## config.mk

```make
export PLATFORM = sky130hd
export DESIGN_NAME = idec_stage
export DESIGN_NICKNAME = d
export VERILOG_FILES = /design/src/rtl/idec_stage_pkg.sv /design/src/rtl/idec_stage_field_decode.sv /design/src/rtl/idec_stage.sv
export SDC_FILE = /design/constraint.sdc
export NUM_CORES = 1
export LEC_CHECK = 0
export BUFFER_PORTS_ARGS = -buffer_cell sky130_fd_sc_hd__clkbuf_2
export CAP_MARGIN = 20
export CORE_MARGIN = 2
export CORE_UTILIZATION = 35
export CTS_CLUSTER_DIAMETER = 40
export DETAILED_ROUTE_END_ITERATION = 6
export PLACE_DENSITY = 0.71
export SYNTH_ARGS = -nofsm -noshare
export SYNTH_HDL_FRONTEND = slang
export SYNTH_SLANG_ARGS = --single-unit
```

## constraint.sdc

```tcl
create_clock -name clk -period 2.25 [get_ports clk]
set_clock_uncertainty 0.1 [all_clocks]
set_input_delay 0.225 -clock clk [delete_from_list [all_inputs] [get_ports clk]]
set_output_delay 0.225 -clock clk [all_outputs]
set_load 0.03 [all_outputs]
```

## src/rtl/idec_stage_pkg.sv

```systemverilog
// -----------------------------------------------------------------------------
// idec_stage_pkg
// Shared constants, op-type encoding and helper functions for the instruction
// decode stage (idec_stage) and its field decoder (idec_field_decode).
//   FULLW / REGAW / ALUAW / FLAGSW : default datapath, register, ALU, flag widths
//   SHIFTCODEW                     : width of the shift-type code
//   OP_TYPE_W, op_type_e           : instruction class derived from instr[27:25]
//   ROR                            : shift-type code for rotate-right
//   COND_AL                        : "always" condition code
//   condchecker()                  : ARM condition evaluation against NZCV
//   op_type_of()                   : instruction class lookup
// -----------------------------------------------------------------------------
package idec_stage_pkg;

  localparam int FULLW      = 32;
  localparam int REGAW      = 4;
  localparam int ALUAW      = 4;
  localparam int FLAGSW     = 4;
  localparam int SHIFTCODEW = 2;
  localparam int OP_TYPE_W  = 3;

  typedef enum logic [OP_TYPE_W-1:0] {
    OP_DATA_SHIFT = 3'd0,
    OP_DATA_ROR   = 3'd1,
    OP_LDSTR      = 3'd2,
    OP_BRANCH     = 3'd3,
    OP_OTHER      = 3'd4
  } op_type_e;

  localparam logic [SHIFTCODEW-1:0] ROR     = 2'b11;
  localparam logic [3:0]            COND_AL = 4'hE;

  // Condition code evaluation; flags are packed as {N,Z,C,V}. 4'hF never passes.
  function automatic logic condchecker(input logic [3:0] cond, input logic [3:0] nzcv);
    logic n, z, c, v, ok;
    n = nzcv[3];
    z = nzcv[2];
    c = nzcv[1];
    v = nzcv[0];
    case (cond)
      4'h0:    ok = z;
      4'h1:    ok = ~z;
      4'h2:    ok = c;
      4'h3:    ok = ~c;
      4'h4:    ok = n;
      4'h5:    ok = ~n;
      4'h6:    ok = v;
      4'h7:    ok = ~v;
      4'h8:    ok = c & ~z;
      4'h9:    ok = ~c | z;
      4'hA:    ok = (n == v);
      4'hB:    ok = (n != v);
      4'hC:    ok = ~z & (n == v);
      4'hD:    ok = z | (n != v);
      4'hE:    ok = 1'b1;
      default: ok = 1'b0;
    endcase
    return ok;
  endfunction

  // Instruction class from the major opcode bits instr[27:25].
  function automatic op_type_e op_type_of(input logic [2:0] cls);
    op_type_e t;
    case (cls)
      3'b000:         t = OP_DATA_SHIFT;
      3'b001:         t = OP_DATA_ROR;
      3'b010, 3'b011: t = OP_LDSTR;
      3'b101:         t = OP_BRANCH;
      default:        t = OP_OTHER;
    endcase
    return t;
  endfunction

endpackage

```

## src/rtl/idec_stage_field_decode.sv

```systemverilog
// -----------------------------------------------------------------------------
// idec_field_decode
// Pure combinational decoder: instruction word + committed flags -> decoded
// fields and drop qualifiers. No state.
//   instr      in   DATA_W   instruction word
//   cpsr       in   FLAGS_W  committed NZCV flags
//   op_type    out           instruction class
//   alu, rn, rd, rm, cpsrs, reg_we, mem_we, ib, bl, should_bypass_rm,
//   bv, bypass_rm, shiftcode, shiftby   out   decoded fields (0 when unused)
//   cond_pass  out  1        condition code passes against cpsr
//   is_cond    out  1        condition code is not AL
//   is_sop     out  1        data op that will write the flags
//   drop       out  1        structurally undecodable (zero word or unknown class)
// -----------------------------------------------------------------------------
module idec_field_decode
  import idec_stage_pkg::*;
#(
  parameter int DATA_W  = 32,
  parameter int REG_AW  = 4,
  parameter int ALU_AW  = 4,
  parameter int FLAGS_W = 4,
  parameter int SHIFT_W = 8
) (
  input  logic [DATA_W-1:0]     instr,
  input  logic [FLAGS_W-1:0]    cpsr,
  output op_type_e              op_type,
  output logic [ALU_AW-1:0]     alu,
  output logic [REG_AW-1:0]     rn,
  output logic [REG_AW-1:0]     rd,
  output logic [REG_AW-1:0]     rm,
  output logic                  cpsrs,
  output logic                  reg_we,
  output logic                  mem_we,
  output logic                  ib,
  output logic                  bl,
  output logic                  should_bypass_rm,
  output logic [DATA_W-1:0]     bv,
  output logic [DATA_W-1:0]     bypass_rm,
  output logic [SHIFTCODEW-1:0] shiftcode,
  output logic [SHIFT_W-1:0]    shiftby,
  output logic                  cond_pass,
  output logic                  is_cond,
  output logic                  is_sop,
  output logic                  drop
);

  // Field extraction per instruction class; unused fields stay zero.
  always_comb begin
    op_type          = op_type_of(instr[27:25]);
    alu              = '0;
    rn               = '0;
    rd               = '0;
    rm               = '0;
    cpsrs            = 1'b0;
    reg_we           = 1'b0;
    mem_we           = 1'b0;
    ib               = 1'b0;
    bl               = 1'b0;
    should_bypass_rm = 1'b0;
    bv               = '0;
    bypass_rm        = '0;
    shiftcode        = '0;
    shiftby          = '0;
    cond_pass        = condchecker(instr[31:28], cpsr[3:0]);
    is_cond          = (instr[31:28] != COND_AL);
    case (op_type)
      OP_DATA_SHIFT, OP_DATA_ROR: begin
        alu    = ALU_AW'(instr[24:21]);
        rn     = REG_AW'(instr[19:16]);
        rd     = REG_AW'(instr[15:12]);
        rm     = REG_AW'(instr[3:0]);
        cpsrs  = instr[20];
        reg_we = 1'b1;
        if (op_type == OP_DATA_ROR) begin
          // Immediate form: 8-bit value rotated by twice the 4-bit rotate field.
          should_bypass_rm = 1'b1;
          shiftcode        = ROR;
          shiftby          = SHIFT_W'({instr[11:8], 1'b0});
          bypass_rm        = DATA_W'(instr[7:0]);
        end else begin
          should_bypass_rm = 1'b0;
        end
      end
      OP_LDSTR: begin
        rn     = REG_AW'(instr[19:16]);
        rd     = REG_AW'(instr[15:12]);
        reg_we = instr[20];
        mem_we = ~instr[20];
      end
      OP_BRANCH: begin
        ib = 1'b1;
        bl = instr[24];
        // Word offset: sign-extend the 24-bit field and scale by 4.
        bv = {{(DATA_W-26){instr[23]}}, instr[23:0], 2'b00};
      end
      default: begin
        cpsrs = 1'b0;
      end
    endcase
    is_sop = ((op_type == OP_DATA_SHIFT) | (op_type == OP_DATA_ROR)) & instr[20];
    drop   = (instr == '0) | (op_type == OP_OTHER);
  end

endmodule

```

## src/rtl/idec_stage.sv

```systemverilog
// -----------------------------------------------------------------------------
// idec_stage
// Registered instruction-decode stage between fetch and execute. Owns the
// valid/ready handshake, the branch-shadow squash counter and the count of
// flag-setting ops still in flight; field decoding lives in idec_field_decode.
//   clk, rst (async, active-high)
//   in_valid / in_ready / instr_in     fetch side handshake and instruction
//   cpsr_in                            committed NZCV flags
//   flags_wb                           one flag-setter retired
//   flush                              kill output register and branch shadow
//   out_valid / out_ready              execute side handshake
//   alu_out, rn_out, rd_out, rm_out, cpsrs_out, reg_we, mem_we, ib, bl,
//   should_bypass_rm, bv, bypass_rm, shiftcode, shiftby   registered decode
// Build option IDEC_PERF_EN adds perf_issued / perf_squashed / perf_stalled
// (32-bit wrapping event counters).
// -----------------------------------------------------------------------------
module idec_stage
  import idec_stage_pkg::*;
#(
  parameter int DATA_W    = 32,
  parameter int REG_AW    = 4,
  parameter int ALU_AW    = 4,
  parameter int FLAGS_W   = 4,
  parameter int SHIFT_W   = 8,
  parameter int BR_SHADOW = 1,
  parameter int MAX_PEND  = 2
) (
  input  logic                  clk,
  input  logic                  rst,
  input  logic                  in_valid,
  output logic                  in_ready,
  input  logic [DATA_W-1:0]     instr_in,
  input  logic [FLAGS_W-1:0]    cpsr_in,
  input  logic                  flags_wb,
  input  logic                  flush,
  output logic                  out_valid,
  input  logic                  out_ready,
  output logic [ALU_AW-1:0]     alu_out,
  output logic [REG_AW-1:0]     rn_out,
  output logic [REG_AW-1:0]     rd_out,
  output logic [REG_AW-1:0]     rm_out,
  output logic                  cpsrs_out,
  output logic                  reg_we,
  output logic                  mem_we,
  output logic                  ib,
  output logic                  bl,
  output logic                  should_bypass_rm,
  output logic [DATA_W-1:0]     bv,
  output logic [DATA_W-1:0]     bypass_rm,
  output logic [SHIFTCODEW-1:0] shiftcode,
  output logic [SHIFT_W-1:0]    shiftby
`ifdef IDEC_PERF_EN
  ,
  output logic [31:0]           perf_issued,
  output logic [31:0]           perf_squashed,
  output logic [31:0]           perf_stalled
`endif
);

  localparam logic [2:0] BR_SHADOW_C = 3'(BR_SHADOW);
  localparam logic [2:0] MAX_PEND_C  = 3'(MAX_PEND);

  op_type_e                fd_op_type_s;
  logic [ALU_AW-1:0]       fd_alu_s;
  logic [REG_AW-1:0]       fd_rn_s, fd_rd_s, fd_rm_s;
  logic                    fd_cpsrs_s, fd_reg_we_s, fd_mem_we_s, fd_ib_s, fd_bl_s, fd_sbr_s;
  logic [DATA_W-1:0]       fd_bv_s, fd_bypass_rm_s;
  logic [SHIFTCODEW-1:0]   fd_shiftcode_s;
  logic [SHIFT_W-1:0]      fd_shiftby_s;
  logic                    fd_cond_pass_s, fd_is_cond_s, fd_is_sop_s, fd_drop_s;

  logic [2:0] shadow_cnt_r;
  logic [2:0] pend_cnt_r;
  logic       pending_s, stall_s, accept_s, handshake_s, issue_s, squash_s;
  logic       pend_inc_s, pend_dec_s;

  idec_field_decode #(
    .DATA_W (DATA_W),
    .REG_AW (REG_AW),
    .ALU_AW (ALU_AW),
    .FLAGS_W(FLAGS_W),
    .SHIFT_W(SHIFT_W)
  ) u_field_decode (
    .instr           (instr_in),
    .cpsr            (cpsr_in),
    .op_type         (fd_op_type_s),
    .alu             (fd_alu_s),
    .rn              (fd_rn_s),
    .rd              (fd_rd_s),
    .rm              (fd_rm_s),
    .cpsrs           (fd_cpsrs_s),
    .reg_we          (fd_reg_we_s),
    .mem_we          (fd_mem_we_s),
    .ib              (fd_ib_s),
    .bl              (fd_bl_s),
    .should_bypass_rm(fd_sbr_s),
    .bv              (fd_bv_s),
    .bypass_rm       (fd_bypass_rm_s),
    .shiftcode       (fd_shiftcode_s),
    .shiftby         (fd_shiftby_s),
    .cond_pass       (fd_cond_pass_s),
    .is_cond         (fd_is_cond_s),
    .is_sop          (fd_is_sop_s),
    .drop            (fd_drop_s)
  );

  // Handshake, hazard stall and issue/squash qualification.
  always_comb begin
    // A flag-setter sitting in our own output register counts as unresolved.
    pending_s   = (pend_cnt_r != 3'd0) | (out_valid & cpsrs_out);
    stall_s     = ~flush & ((fd_is_cond_s & pending_s) |
                            (fd_is_sop_s & (pend_cnt_r == MAX_PEND_C)));
    // Flush also blocks acceptance so fetch never sees a false handshake.
    in_ready    = (~out_valid | out_ready) & ~stall_s & ~flush;
    accept_s    = in_valid & in_ready;
    handshake_s = out_valid & out_ready;
    issue_s     = accept_s & (shadow_cnt_r == 3'd0) & fd_cond_pass_s & ~fd_drop_s;
    squash_s    = accept_s & ~issue_s;
    pend_inc_s  = handshake_s & cpsrs_out;
    pend_dec_s  = flags_wb & (pend_cnt_r != 3'd0);
  end

  // Output register: load on issue, clear on drain/drop/flush, hold under backpressure.
  always_ff @(posedge clk or posedge rst) begin
    if (rst) begin
      out_valid        <= 1'b0;
      alu_out          <= '0;
      rn_out           <= '0;
      rd_out           <= '0;
      rm_out           <= '0;
      cpsrs_out        <= 1'b0;
      reg_we           <= 1'b0;
      mem_we           <= 1'b0;
      ib               <= 1'b0;
      bl               <= 1'b0;
      should_bypass_rm <= 1'b0;
      bv               <= '0;
      bypass_rm        <= '0;
      shiftcode        <= '0;
      shiftby          <= '0;
    end else if (flush) begin
      out_valid <= 1'b0;
    end else if (accept_s) begin
      out_valid <= issue_s;
      if (issue_s) begin
        alu_out          <= fd_alu_s;
        rn_out           <= fd_rn_s;
        rd_out           <= fd_rd_s;
        rm_out           <= fd_rm_s;
        cpsrs_out        <= fd_cpsrs_s;
        reg_we           <= fd_reg_we_s;
        mem_we           <= fd_mem_we_s;
        ib               <= fd_ib_s;
        bl               <= fd_bl_s;
        should_bypass_rm <= fd_sbr_s;
        bv               <= fd_bv_s;
        bypass_rm        <= fd_bypass_rm_s;
        shiftcode        <= fd_shiftcode_s;
        shiftby          <= fd_shiftby_s;
      end
    end else if (out_ready) begin
      out_valid <= 1'b0;
    end
  end

  // Branch shadow: each accepted instruction while non-zero is squashed.
  always_ff @(posedge clk or posedge rst) begin
    if (rst) begin
      shadow_cnt_r <= 3'd0;
    end else if (flush) begin
      shadow_cnt_r <= 3'd0;
    end else if (accept_s && (shadow_cnt_r != 3'd0)) begin
      shadow_cnt_r <= shadow_cnt_r - 3'd1;
    end else if (issue_s && (fd_op_type_s == OP_BRANCH)) begin
      shadow_cnt_r <= BR_SHADOW_C;
    end
  end

  // Flag-setters past this stage whose flags are not yet committed.
  always_ff @(posedge clk or posedge rst) begin
    if (rst) begin
      pend_cnt_r <= 3'd0;
    end else begin
      case ({pend_inc_s, pend_dec_s})
        2'b10: begin
          if (pend_cnt_r != MAX_PEND_C) begin
            pend_cnt_r <= pend_cnt_r + 3'd1;
          end
        end
        2'b01:   pend_cnt_r <= pend_cnt_r - 3'd1;
        default: pend_cnt_r <= pend_cnt_r;
      endcase
    end
  end

`ifdef IDEC_PERF_EN
  // Wrapping event counters for issue, squash and stall.
  always_ff @(posedge clk or posedge rst) begin
    if (rst) begin
      perf_issued   <= 32'd0;
      perf_squashed <= 32'd0;
      perf_stalled  <= 32'd0;
    end else begin
      if (handshake_s) begin
        perf_issued <= perf_issued + 32'd1;
      end
      if (squash_s) begin
        perf_squashed <= perf_squashed + 32'd1;
      end
      if (in_valid && stall_s) begin
        perf_stalled <= perf_stalled + 32'd1;
      end
    end
  end
`else
  logic unused_squash_s;
  assign unused_squash_s = squash_s;
`endif

endmodule

```

# Word-level counts from Yosys, hierarchy flattened
# Cells that the tools add are included.
dict set report word_totals {
  reg_bits 103
  out_inout_bits 98
  in_bits 42
}
dict set report op_classes {
  eq_ne 30
  bitwise 32
  reduce_logical 17
  n_addsub 3
  muxes 28
}
# cell n
set op_table {}
lappend op_table {{32-bit two-way mux} 2}
lappend op_table {{32-bit zero test} 1}
lappend op_table {{4-bit == test, second input constant} 7}
lappend op_table {{1-bit bitwise AND} 16}
lappend op_table {{4-bit by 3-bit == test with 1-bit output, second input constant} 4}
lappend op_table {{4-bit two-way mux} 4}
lappend op_table {{8-bit two-way mux} 2}
lappend op_table {{3-bit by 2-bit == test with 1-bit output, second input constant} 5}
lappend op_table {{1-bit one-hot mux with 15 select lines} 1}
lappend op_table {{3-bit two-way mux} 4}
lappend op_table {{3-bit one-hot mux with 4 select lines} 1}
lappend op_table {{3-bit nonzero test} 4}
lappend op_table {{3-bit zero test} 3}
lappend op_table {{1-bit two-way mux} 9}
lappend op_table {{1-bit inverter} 9}
lappend op_table {{4-bit by 2-bit == test with 1-bit output, second input constant} 2}
lappend op_table {{1-bit bitwise OR} 7}
lappend op_table {{3-bit by 1-bit == test with 1-bit output, second input constant} 2}
lappend op_table {{3-bit == test, second input constant} 2}
lappend op_table {{3-bit one-hot mux with 2 select lines} 1}
lappend op_table {{3-bit by 1-bit subtractor with 3-bit output, second input constant} 2}
lappend op_table {{5-bit two-way mux} 1}
lappend op_table {{4-bit by 1-bit == test with 1-bit output, second input constant} 1}
lappend op_table {{4-bit zero test} 1}
lappend op_table {{other kinds (16)} 19}

# Depth between registers and ports, before layout
# Gate-level depths: netlist of run 1.
dict set report logic_depth {
  ltp_word 20
  ltp_mapped 10
}

# By module
# Synthesis of run 1 repeated with hierarchy kept, for this count alone.
dict set report hier_totals {
  cells_unflattened 417
  area_unflattened_um2 5180.0
}
# mod seq_area_each_um2 cells_per_inst n_inst area_per_inst_um2
set modules_own_cells {}
lappend modules_own_cells {idec_stage 2577.5 265 1 4172.8}
lappend modules_own_cells {idec_field_decode 0.0 152 1 1007.2}

# Least setup slack after synthesis of run 1
# No wires, ideal clock.
dict set report synth_timing {
  path_type {register to register}
  start {register cpsrs_out}
  end {register bv[21]}
  setup_time_ns 0.120
  path_stages_with_launch 10
  n_path_buf 3
  t_arrival_ns 2.302
  required_time_ns 2.030
  synth_period_minus_slack_ns 2.522
  path_slack_ns -0.272
  cell_sequence {dfrtp_1 > a2111oi_4 > a31oi_2 > nor3_4 > nand4_4 > or2_1 > buf_6 > buf_6 > buf_6 > a22o_4}
}
dict set report synth_between {
  elab_chain_len 13
}
# element line_no
set synth_rtl {}
lappend synth_rtl {{start, declared} idec_stage.sv:42} ;# output logic cpsrs_out,
lappend synth_rtl {{start signal, assigned} idec_stage.sv:150} ;# cpsrs_out <= fd_cpsrs_s;
lappend synth_rtl {{1-bit bitwise AND *} idec_stage.sv:110} ;# pending_s = (pend_cnt_r != 3'd0) | (out_valid & cpsrs_out);
lappend synth_rtl {{1-bit bitwise OR *} idec_stage.sv:110}
lappend synth_rtl {{1-bit bitwise AND *} idec_stage.sv:111} ;# stall_s = ~flush & ((fd_is_cond_s & pending_s) |
lappend synth_rtl {{1-bit bitwise OR *} idec_stage.sv:111}
lappend synth_rtl {{1-bit bitwise AND *} idec_stage.sv:111}
lappend synth_rtl {{1-bit inverter *} idec_stage.sv:114} ;# in_ready = (~out_valid | out_ready) & ~stall_s & ~flush;
lappend synth_rtl {{1-bit bitwise AND * (2 in a row)} idec_stage.sv:114}
lappend synth_rtl {{1-bit bitwise AND *} idec_stage.sv:115} ;# accept_s = in_valid & in_ready;
lappend synth_rtl {{1-bit bitwise AND (3 in a row)} idec_stage.sv:117} ;# issue_s = accept_s & (shadow_cnt_r == 3'd0) & fd_cond_pass_s & ~fd_drop_s;
lappend synth_rtl {{3-bit AND reduction (no line) *} -}
lappend synth_rtl {{end signal, assigned} idec_stage.sv:156} ;# bv <= fd_bv_s;
lappend synth_rtl {{end, declared} idec_stage.sv:48} ;# output logic [DATA_W-1:0] bv,
# Mark *: on every way between the ends. The rest lies on a longest branch, timed or not.
# A chain may end at the register's enable or synchronous reset.

# Worst setup path after layout of run 1
dict set report layout_timing {
  start {register pend_cnt_r[1]}
  end {register pend_cnt_r[2]}
}
dict set report layout_between {
  elab_chain_len 5
  elab_cells_between_ends 12
}
# element line_no
set layout_rtl {}
lappend layout_rtl {{start, declared} idec_stage.sv:73} ;# logic [2:0] pend_cnt_r;
lappend layout_rtl {{start signal, assigned} idec_stage.sv:187} ;# pend_cnt_r <= pend_cnt_r + 3'd1;
lappend layout_rtl {{start signal, assigned} idec_stage.sv:190} ;# 2'b01: pend_cnt_r <= pend_cnt_r - 3'd1;
lappend layout_rtl {{start signal, assigned} idec_stage.sv:191} ;# default: pend_cnt_r <= pend_cnt_r;
lappend layout_rtl {{3-bit nonzero test} idec_stage.sv:120} ;# pend_dec_s = flags_wb & (pend_cnt_r != 3'd0);
lappend layout_rtl {{1-bit bitwise AND} idec_stage.sv:120}
lappend layout_rtl {{2-bit == test / 2-bit by 1-bit == test with 1-bit output (equally long branches)} idec_stage.sv:184} ;# case ({pend_inc_s, pend_dec_s})
lappend layout_rtl {{2-bit != test (no line) / 2-bit nonzero test (equally long branches)} -}
lappend layout_rtl {{2-bit AND reduction (no line)} -}
# Several ways; a longest one is shown, not always the timed one. The select of a mux whose other input is x is not followed.

==> results of run 1 <==
-- what timing repair did --
action / 4_1_cts / 5_1_grt
hold buffers: 1 / 0
gates cloned: 0 / 1
buffers inserted: 0 / 2
gates resized for setup: 4 / 5
endpoints found under the setup margin: 45 / 12
hold endpoints to repair: 28 / 0
-- final timing paths --
kind | start | to | slack (ps) | depth (start not counted)
max | pend_cnt_r[1] | pend_cnt_r[2] | 70 | 8
min | instr_in[22] | bv[24] | 50 | 2
max reg2reg | pend_cnt_r[1] | pend_cnt_r[2] | 70 | 8
min reg2reg | rn_out[3] | rn_out[3] | 390 | 1
max in group asynchronous | rst | shiftby[4] | 1010 | 4
min in group asynchronous | rst | bypass_rm[1] | 430 | 3
-- Yosys cell counts (4+ instances only) --
cell type / count / area [um^2]
sky130_fd_sc_hd__buf_6: 6 / 67.6
sky130_fd_sc_hd__a21oi_1: 4 / 20.0
sky130_fd_sc_hd__o21ai_0: 44 / 220
sky130_fd_sc_hd__clkbuf_1: 8 / 30.0
sky130_fd_sc_hd__buf_4: 38 / 285
sky130_fd_sc_hd__nand3b_1: 4 / 30.0
sky130_fd_sc_hd__inv_1: 8 / 30.0
sky130_fd_sc_hd__nand3_1: 4 / 20.0
sky130_fd_sc_hd__dfrtp_1: 65 / 1630
sky130_fd_sc_hd__nor4b_1: 6 / 52.6
sky130_fd_sc_hd__nand2b_1: 5 / 31.3
sky130_fd_sc_hd__nor4_1: 8 / 50.1
sky130_fd_sc_hd__xnor2_1: 4 / 35.0
sky130_fd_sc_hd__mux2_2: 5 / 56.3
sky130_fd_sc_hd__nand2_1: 31 / 116
sky130_fd_sc_hd__a21o_1: 7 / 52.6
sky130_fd_sc_hd__buf_2: 4 / 20.0
sky130_fd_sc_hd__a22o_1: 24 / 210
-- flip-flops by register name (all words and copies together), names as in the netlist, 3 cells and up --
| register | flops |
|---|---|
| alu_out | 4 |
| shadow_cnt_r | 3 |
| bypass_rm | 8 |
| rd_out | 4 |
| rm_out | 4 |
| rn_out | 4 |
| shiftby | 4 |
| pend_cnt_r | 3 |
| bv | 24 |
-- logic make-up after synthesis --
group,share of synthesized area (%)
compound gates,20.2
simple gates,14.0
buf+inv,13.0
flops,47.6
mux,2.53
xor+xnor,1.28
fa+ha+maj,1.32
other cells,0.110
-- layout make-up --
class	count	area [um^2]
clock buffers	13	149
clock inverters	3	17.5
fillers	955	5300
inverters	8	30.0
multi-input cells	224	1500
flip-flops and latches	65	1630
well taps	133	166
repair buffers	143	845
-- critical path, stage by stage, from the launching register on --
cell and delay (ps):
sky130_fd_sc_hd__dfrtp_1 430, sky130_fd_sc_hd__buf_6 150, sky130_fd_sc_hd__inv_1 80, sky130_fd_sc_hd__buf_4 160, sky130_fd_sc_hd__fa_2 370, sky130_fd_sc_hd__or4_4 490
sky130_fd_sc_hd__o21ai_2 70, sky130_fd_sc_hd__a211oi_1 60, sky130_fd_sc_hd__a21oi_1 160
-- per-layer routing --
layer	share of wire, %	GRT usage [%]	routed length, um
met2	49	28.2	4560
met3	6.1	3.93	572
met5	0	0	0
met1	42	23.0	3970
met4	3.0	8.70	286
-- stage by stage --
step	setup slack, ps	instance area [um^2]	power (mW)	hold slack [ps]	utilization (%)
after floorplan	-140	3540	3.30	230	-
after global placement	-225	4110	3.89	228	42.6
after detailed placement	-224	4110	3.94	245	42.6
after CTS	6.51	4300	4.84	33.8	44.6
after global routing	-6.63	4340	5.12	49.5	45.0
final	74.7	4340	4.84	49.0	45.0
-- power groups by stage --
| stage | registers [mW] | clock network [mW] | logic (mW) |
|---|---|---|---|
| 6_report | 1.79 | 0.871 | 2.19 |
| 5_1_grt | 1.83 | 0.953 | 2.34 |
| 4_1_cts | 1.78 | 0.897 | 2.16 |
| 3_5_place_dp | 1.80 | 0 | 2.14 |
| 3_3_place_gp | 1.80 | 0 | 2.09 |
| 2_1_floorplan | 2.44 | 0 | 0.861 |
==> out/qor.txt, run 1 <==
total leakage power: 2.20 nW
outcome: finished clean
relative slew slack: 56.2%
first-pass GRT wire length: 14,100 um
die extent in y: 103 um
number of sinks driven by the clock tree: 65
endpoint required time on the critical path: 2390 ps
overall fraction of global-route tracks in use: 17.8%
Netlist cell types: 52
internal power: 2.69 mW
net switching power figure: 2.15 mW
Clock Tree Buf Depth: 2
sw frac: 44.4%
number of standard-cell rows in the floorplan: 36
ports placed on the boundary: 140
sequential group share of total power: 36.9%
actual slew at the worst max-slew pin: 656 ps
number of endpoints with negative hold slack in the final report: 0
CP startpoint kind: flop
post-layout minimum cycle time: 2180 ps
clock tree from TritonCTS: done
setup_tns: 0 ps
number of global-route vias before repair: 2,711
FF+latch count, synth: 65
final weighted congestion in routability-driven placement: 0.923
TritonRoute pass-1 iters: 4
Root Buffer: sky130_fd_sc_hd__clkbuf_8
antenna violations before repair: 0
number of warnings issued by yosys: 0
worst hold path class: input pin to flop
# diodes: 0
most frequent cells in the layout: sky130_fd_sc_hd__clkbuf_2, sky130_fd_sc_hd__dfrtp_1, sky130_fd_sc_hd__o21ai_0
kind of critical path: flop to flop
port bufs: 109
peak fanout along the critical path: 6
non-filler instance count after layout: 589
Clock H-tree levels: 3
total number of vias: 2,931
synthesized area per cell: 10.5 um^2
post-route DRC violation count: 0
placeable core region: 9640 um^2
sequential cell area fraction in the yosys report: 47.6%
total number of nets in the final design: 496
mapped cell area: 3420 um^2
number of cells produced by synthesis: 325
fraction of registers with async set/reset: 100%
effective utilization at floorplan: 35.5%
critical path data arrival time: 2320 ps
Routed WL: 9390 um
relative contribution of combinational cells to total power: 45.1%
number of clock buffers inserted by TritonCTS: 9
Final Max Tran Viols: 0
power density over the cells: 1120 nW/um^2
die span in x: 103 um
CP endpoint kind: flop
period utilisation layout: 96.7%
latest clock arrival within the worst-skew pair: 330 ps
placed cell count: 569
Worst VDD drop: 0.520 mV
global route overflow: 0
clock group share of total power: 18.0%
Setup violations, final: 0
routed wire length per instance: 15.9 um
die outline area: 10,600 um^2
clock slew at the register clock pins of the worst setup and hold paths: 80 ps
Iter 0 DRT Violations: 106
most common cell after layout, fill and taps aside: sky130_fd_sc_hd__clkbuf_2
fraction of final layout cells sized beyond drive strength 1: 39.7%
maximum capacitance violations: 0
Fmax: 0.460 GHz
pin count of the biggest net entering global routing: 31
Via-to-Cell Ratio: 4.98
final HPWL from detailed placement: 7040 um
count of flip-flops with a built-in enable after synthesis: 0
Detail Route Antenna Nets: 0
signed area change from the synthesized netlist to the final layout: 26.9%
most frequently used flop master after synthesis: sky130_fd_sc_hd__dfrtp_1
Note: power is estimated with default switching activity, not from simulation.
==> run 2, diff against run 1 <==
- CTS_BUF_LIST: default -> sky130_fd_sc_hd__clkbuf_4 sky130_fd_sc_hd__clkbuf_8
==> out/qor.txt, run 2 (synthesis gave the netlist of run 1 again) <==
Detail Route Antenna Nets: 0
fill cell instance count of the final layout: 958
post-layout minimum cycle time: 2160 ps
area of the multi-input gates: 1500 um^2
setup_tns: 0 ps
Routed WL: 9430 um
Worst VDD drop: 0.520 mV
worst hold path class: input pin to flop
total leakage power: 2.21 nW
first element of the critical path: cpsrs_out
startpoint of the most critical register-to-register path: pend_cnt_r[1]
effective utilization at floorplan: 35.5%
Hold Startpoint: instr_in[22]
R2R setup slack: 90 ps
final weighted congestion in routability-driven placement: 0.923
actual slew at the worst max-slew pin: 672 ps
number of buffers and inverters on the critical path: 2
die span in x: 103 um
Reg area: 1630 um^2
post-route DRC violation count: 0
power density over the cells: 1120 nW/um^2
clock slew at the register clock pins of the worst setup and hold paths: 80 ps
setup repair after global routing missed its margin: true
final HPWL from detailed placement: 7040 um
port bufs: 109
number of endpoints with negative hold slack in the final report: 0
total number of nets in the final design: 496
clock tree from TritonCTS: done
Clock H-tree levels: 3
endpoint required time on the critical path: 1920 ps
placed cell count: 569
number of sinks driven by the clock tree: 65
total number of vias: 2,929
Iter 0 DRT Violations: 119
first-pass GRT wire length: 14,100 um
fraction of final layout cells sized beyond drive strength 1: 40.4%
maximum capacitance violations: 0
pin count of the biggest net entering global routing: 31
final cell area excluding filler cells: 4350 um^2
most common cell after layout, fill and taps aside: sky130_fd_sc_hd__clkbuf_2
number of global-route vias before repair: 2,714
non-filler instance count after layout: 589
critical path data arrival time: 1840 ps
number of standard-cell rows in the floorplan: 36
Clock Tree Buf Depth: 2
slowest stage cell, crit path: sky130_fd_sc_hd__dfrtp_2
ports placed on the boundary: 140
kind of critical path: flop to output port
Via-to-Cell Ratio: 4.97
peak fanout along the critical path: 2
TritonRoute pass-1 iters: 4
relative slew slack: 55.1%
family of cells with the greatest summed delay on the critical path: compound AO/OA/AOI/OAI gates
CP startpoint kind: flop
Fmax: 0.462 GHz
routed wire length per instance: 16.0 um
period utilisation layout: 96.2%
antenna violations before repair: 0
Final Max Tran Viols: 0
most frequent cells in the layout: sky130_fd_sc_hd__clkbuf_2, sky130_fd_sc_hd__dfrtp_1, sky130_fd_sc_hd__o21ai_0
signed area change from the synthesized netlist to the final layout: 27.2%
delay contributed by the slowest stage of the critical path: 430 ps
Final Util: 45.1%
latest clock arrival within the worst-skew pair: 340 ps
placeable core region: 9640 um^2
crit-path cells: a2111oi_4 -> a31oi_2 -> buf_4 -> nor3_1 -> clkbuf_2
largest registers in the final layout: bv: 24 flops, bypass_rm: 8 flops
global route overflow: 0
register with the most flip-flops: bv
overall fraction of global-route tracks in use: 17.8%
Setup violations, final: 0
# diodes: 0
post-detailed-placement cell area: 4110 um^2
Root Buffer: sky130_fd_sc_hd__clkbuf_8
outcome: finished clean
die extent in y: 103 um
CP endpoint kind: output port
Overall Power: 4.88 mW
number of flip-flops in the largest register: 24
die outline area: 10,600 um^2
number of clock buffers inserted by TritonCTS: 9
==> run 2: cell counts in the layout (fill, tap and decap cells not counted) <==
No cell type changed its count.
==> run 2: area by class of cell <==
class	instances	area share, %
clock inverter	3	0.403
sequential	65	37.5
tap	133	3.83
clock buffer	13	3.68
multi-input combinational	224	34.5
inverter	8	0.691
timing repair buffer	143	19.4
==> run 2: final timing paths <==
kind,end,depth (start not counted)
hold reg to reg,shadow_cnt_r[2],1
setup / recovery,in_ready,5
hold / removal,bv[24],2
min in group asynchronous,bypass_rm[1],3
max in group asynchronous,shiftby[4],4
setup reg to reg,pend_cnt_r[2],8
==> run 2: routing by layer <==
| metal | part of all wire, % | wire [um] | global-route usage [%] |
|---|---|---|---|
| met5 | 0 | 0 | 0 |
| met4 | 3.0 | 281 | 8.70 |
| met3 | 6.6 | 618 | 3.93 |
| met2 | 48 | 4570 | 28.2 |
| met1 | 42 | 3970 | 23.0 |
==> run 2: metrics by stage <==
step	hold WS [ps]	setup slack, ps
after CTS	33.9	6.63
final	44.8	85.5
after global placement	228	-225
after global routing	49.6	-7.92
after detailed placement	245	-224
after floorplan	230	-140
==> run 2: power breakdown <==
| group | internal [mW] | leakage, nW | switching [mW] | total, mW |
|---|---|---|---|---|
| Combinational | 0.735 | 1.24 | 1.45 | 2.19 |
| Sequential | 1.53 | 0.876 | 0.258 | 1.79 |
| Clock | 0.464 | 0.0937 | 0.445 | 0.910 |
==> run 2: what timing repair did <==
action | CTS | global route
hold buffers | 1 | 0
resized for setup | 4 | 5
pin swaps | 0 | 0
endpoints found under the setup margin | 45 | 13
buffers inserted | 0 | 2
gates cloned | 0 | 1
hold endpoints to repair | 28 | 0
==> run 3, diff against run 2 <==
- PLACE_DENSITY: 0.71 -> 0.66
- SYNTH_HIERARCHICAL: default -> 1
==> out/qor.txt, run 3 <==
crit-path cells: a2111o_1 -> a2111oi_4 -> and3_4 -> buf_12 -> buf_16 -> mux2_2
most frequent cells in the layout: sky130_fd_sc_hd__clkbuf_2, sky130_fd_sc_hd__dfrtp_1, sky130_fd_sc_hd__mux2_2
first element of the critical path: cpsrs_out
die outline area: 15,800 um^2
ports placed on the boundary: 140
most common cell after layout, fill and taps aside: sky130_fd_sc_hd__clkbuf_2
critical path data arrival time: 2490 ps
fill cell instance count of the final layout: 1,375
first-pass GRT wire length: 19,800 um
port bufs: 139
outcome: finished, violations left
kind of critical path: flop to flop
most frequently used flop master after synthesis: sky130_fd_sc_hd__dfrtp_1
Via-to-Cell Ratio: 4.81
fraction of final layout cells sized beyond drive strength 1: 48.3%
ranking of synthesized cells by instance count: sky130_fd_sc_hd__dfrtp_1, sky130_fd_sc_hd__mux2_2, sky130_fd_sc_hd__buf_4, sky130_fd_sc_hd__mux2_1, sky130_fd_sc_hd__and3_1
power density over the cells: 1010 nW/um^2
number of endpoints with negative hold slack in the final report: 0
sequential cell area fraction in the yosys report: 49.8%
relative slew slack: 62.6%
fraction of registers with async set/reset: 100%
TritonRoute pass-1 iters: 4
latest clock arrival within the worst-skew pair: 380 ps
R2R setup slack: -60 ps
Clock H-tree levels: 3
antenna violations before repair: 0
slowest stage cell, crit path: sky130_fd_sc_hd__a2111o_1
number of sinks driven by the clock tree: 103
period utilisation layout: 103%
total leakage power: 3.40 nW
Iter 0 DRT Violations: 174
number of standard-cell rows in the floorplan: 44
fraction of synthesized cell area taken by the top area cell type: 49.8%
Setup violations, final: 62
most numerous cell in the Yosys netlist: sky130_fd_sc_hd__dfrtp_1
CP endpoint kind: flop
Fmax: 0.433 GHz
clock tree from TritonCTS: done
total number of vias: 3,633
setup repair after global routing missed its margin: true
synthesized area per cell: 12.4 um^2
final worst-path setup slack: -60.8 ps
die extent in y: 126 um
CP startpoint kind: flop
delay contributed by the slowest stage of the critical path: 440 ps
final HPWL from detailed placement: 8690 um
peak fanout along the critical path: 19
final weighted congestion in routability-driven placement: 0.838
mapped cell area: 5180 um^2
leading area contributor after synthesis: sky130_fd_sc_hd__dfrtp_1
Hold Startpoint: in_valid
Final Util: 44.7%
number of global-route vias before repair: 3,723
post-layout minimum cycle time: 2310 ps
Worst VDD drop: 0.722 mV
top cells by area in the synthesized netlist: sky130_fd_sc_hd__dfrtp_1, sky130_fd_sc_hd__mux2_2, sky130_fd_sc_hd__buf_4, sky130_fd_sc_hd__mux2_1, sky130_fd_sc_hd__and3_1
setup_tns: -2550 ps
actual slew at the worst max-slew pin: 561 ps
global route overflow: 0
placeable core region: 14,500 um^2
Final Max Tran Viols: 0
Root Buffer: sky130_fd_sc_hd__clkbuf_8
number of buffers and inverters on the critical path: 2
pin count of the biggest net entering global routing: 104
number of clock buffers inserted by TritonCTS: 9
# diodes: 0
Clock Tree Buf Depth: 2
endpoint required time on the critical path: 2430 ps
signed area change from the synthesized netlist to the final layout: 24.9%
total number of nets in the final design: 612
FF+latch count, synth: 103
startpoint of the most critical register-to-register path: cpsrs_out
number of cells produced by synthesis: 417
worst hold path class: input pin to flop
maximum capacitance violations: 0
family of cells with the greatest summed delay on the critical path: compound AO/OA/AOI/OAI gates
die span in x: 126 um
post-route DRC violation count: 0
overall fraction of global-route tracks in use: 15.9%
Netlist cell types: 54
clock slew at the register clock pins of the worst setup and hold paths: 100 ps
effective utilization at floorplan: 35.8%
Routed WL: 12,500 um
violations in the final reports: setup timing
count of flip-flops with a built-in enable after synthesis: 0
Detail Route Antenna Nets: 0
routed wire length per instance: 16.5 um
largest registers in the final layout: bv: 32 flops, bypass_rm: 32 flops, shiftby: 8 flops
number of warnings issued by yosys: 6
[run 3: cell types whose count changed after synthesis, sizes merged, moves of 10 or more]
cell	previous run	this run
a22o	25	0
mux2	5	97
dfrtp	65	103
and2	2	22
nand2	31	6
and3	0	28
o21ai	44	3
nor2b	3	13
[run 3: where the power goes]
group | internal, mW | switching [mW] | total [mW]
combinational | 1.00 | 1.63 | 2.63
sequential | 2.35 | 0.282 | 2.63
clock | 0.590 | 0.651 | 1.24
total | 3.94 | 2.56 | 6.50
[run 3: kinds of logic after synthesis]
kind of cell               Yosys count  share of synthesized area, %
adders and majority gates            3                         0.870
AOI/OAI and AO/OA                   23                          3.62
buffers and inverters               70                          9.98
and+or+nand+nor                    115                          13.7
xor gates and xnor gates             3                         0.507
muxes                               99                          21.5
DFF                                103                          49.8
other                                1                        0.0724
[run 3: repair_timing]
action	in CTS	in global routing
endpoints found under the setup margin	98	99
cloned	2	1
resized for setup	17	24
setup buffers	3	0
pin swaps	2	5
hold buffers	1	0
hold endpoints to repair	103	0
[run 3: final cells by class]
class | count | area [um^2] | share of cell area, %
multi-input cells | 273 | 2330 | 36.0
clock inverters | 4 | 53.8 | 0.832
repair buffers | 172 | 1090 | 16.8
clock buffers | 12 | 159 | 2.46
well taps | 184 | 230 | 3.56
inverters | 8 | 33.8 | 0.522
flip-flops and latches | 103 | 2580 | 39.9
[run 3: tightest hold or removal path: stages]
cell and delay, ps:
sky130_fd_sc_hd__clkbuf_2 120, sky130_fd_sc_hd__nand3_1 100, sky130_fd_sc_hd__o2bb2ai_1 80
[run 3: metal layers]
layer  GRT usage, %  wire length [um]  vias up  part of all wire, %
met2           25.6              5950      110                   48
met3           4.89               801       16                  6.4
met5              0                 0        -                    0
li1               -                 -     1695                    -
met4           6.60               249        0                  2.0
met1           20.0              5500     1812                   44
[run 3: final timing paths]
check	end	cells past startpoint
max	bypass_rm[15]	6
min	shadow_cnt_r[0]	3
max reg2reg	bypass_rm[15]	6
min reg2reg	shadow_cnt_r[0]	1
max in group asynchronous	cpsrs_out	4
min in group asynchronous	shiftby[2]	4
[run 3: through the flow]
| stage | std cells | instance area (um^2) | worst slack [ps] | total power, mW | hold slack, ps |
|---|---|---|---|---|---|
| global placement | 732 | 5980 | -142 | 5.09 | 324 |
| detailed placement | 732 | 5980 | -162 | 5.17 | 334 |
| global route | 756 | 6470 | -142 | 6.84 | 57.4 |
| floorplan | 446 | 5300 | -534 | 4.39 | 279 |
| CTS | 754 | 6340 | -91.7 | 6.49 | 36.8 |
| finish | 756 | 6470 | -60.8 | 6.50 | 74.7 |
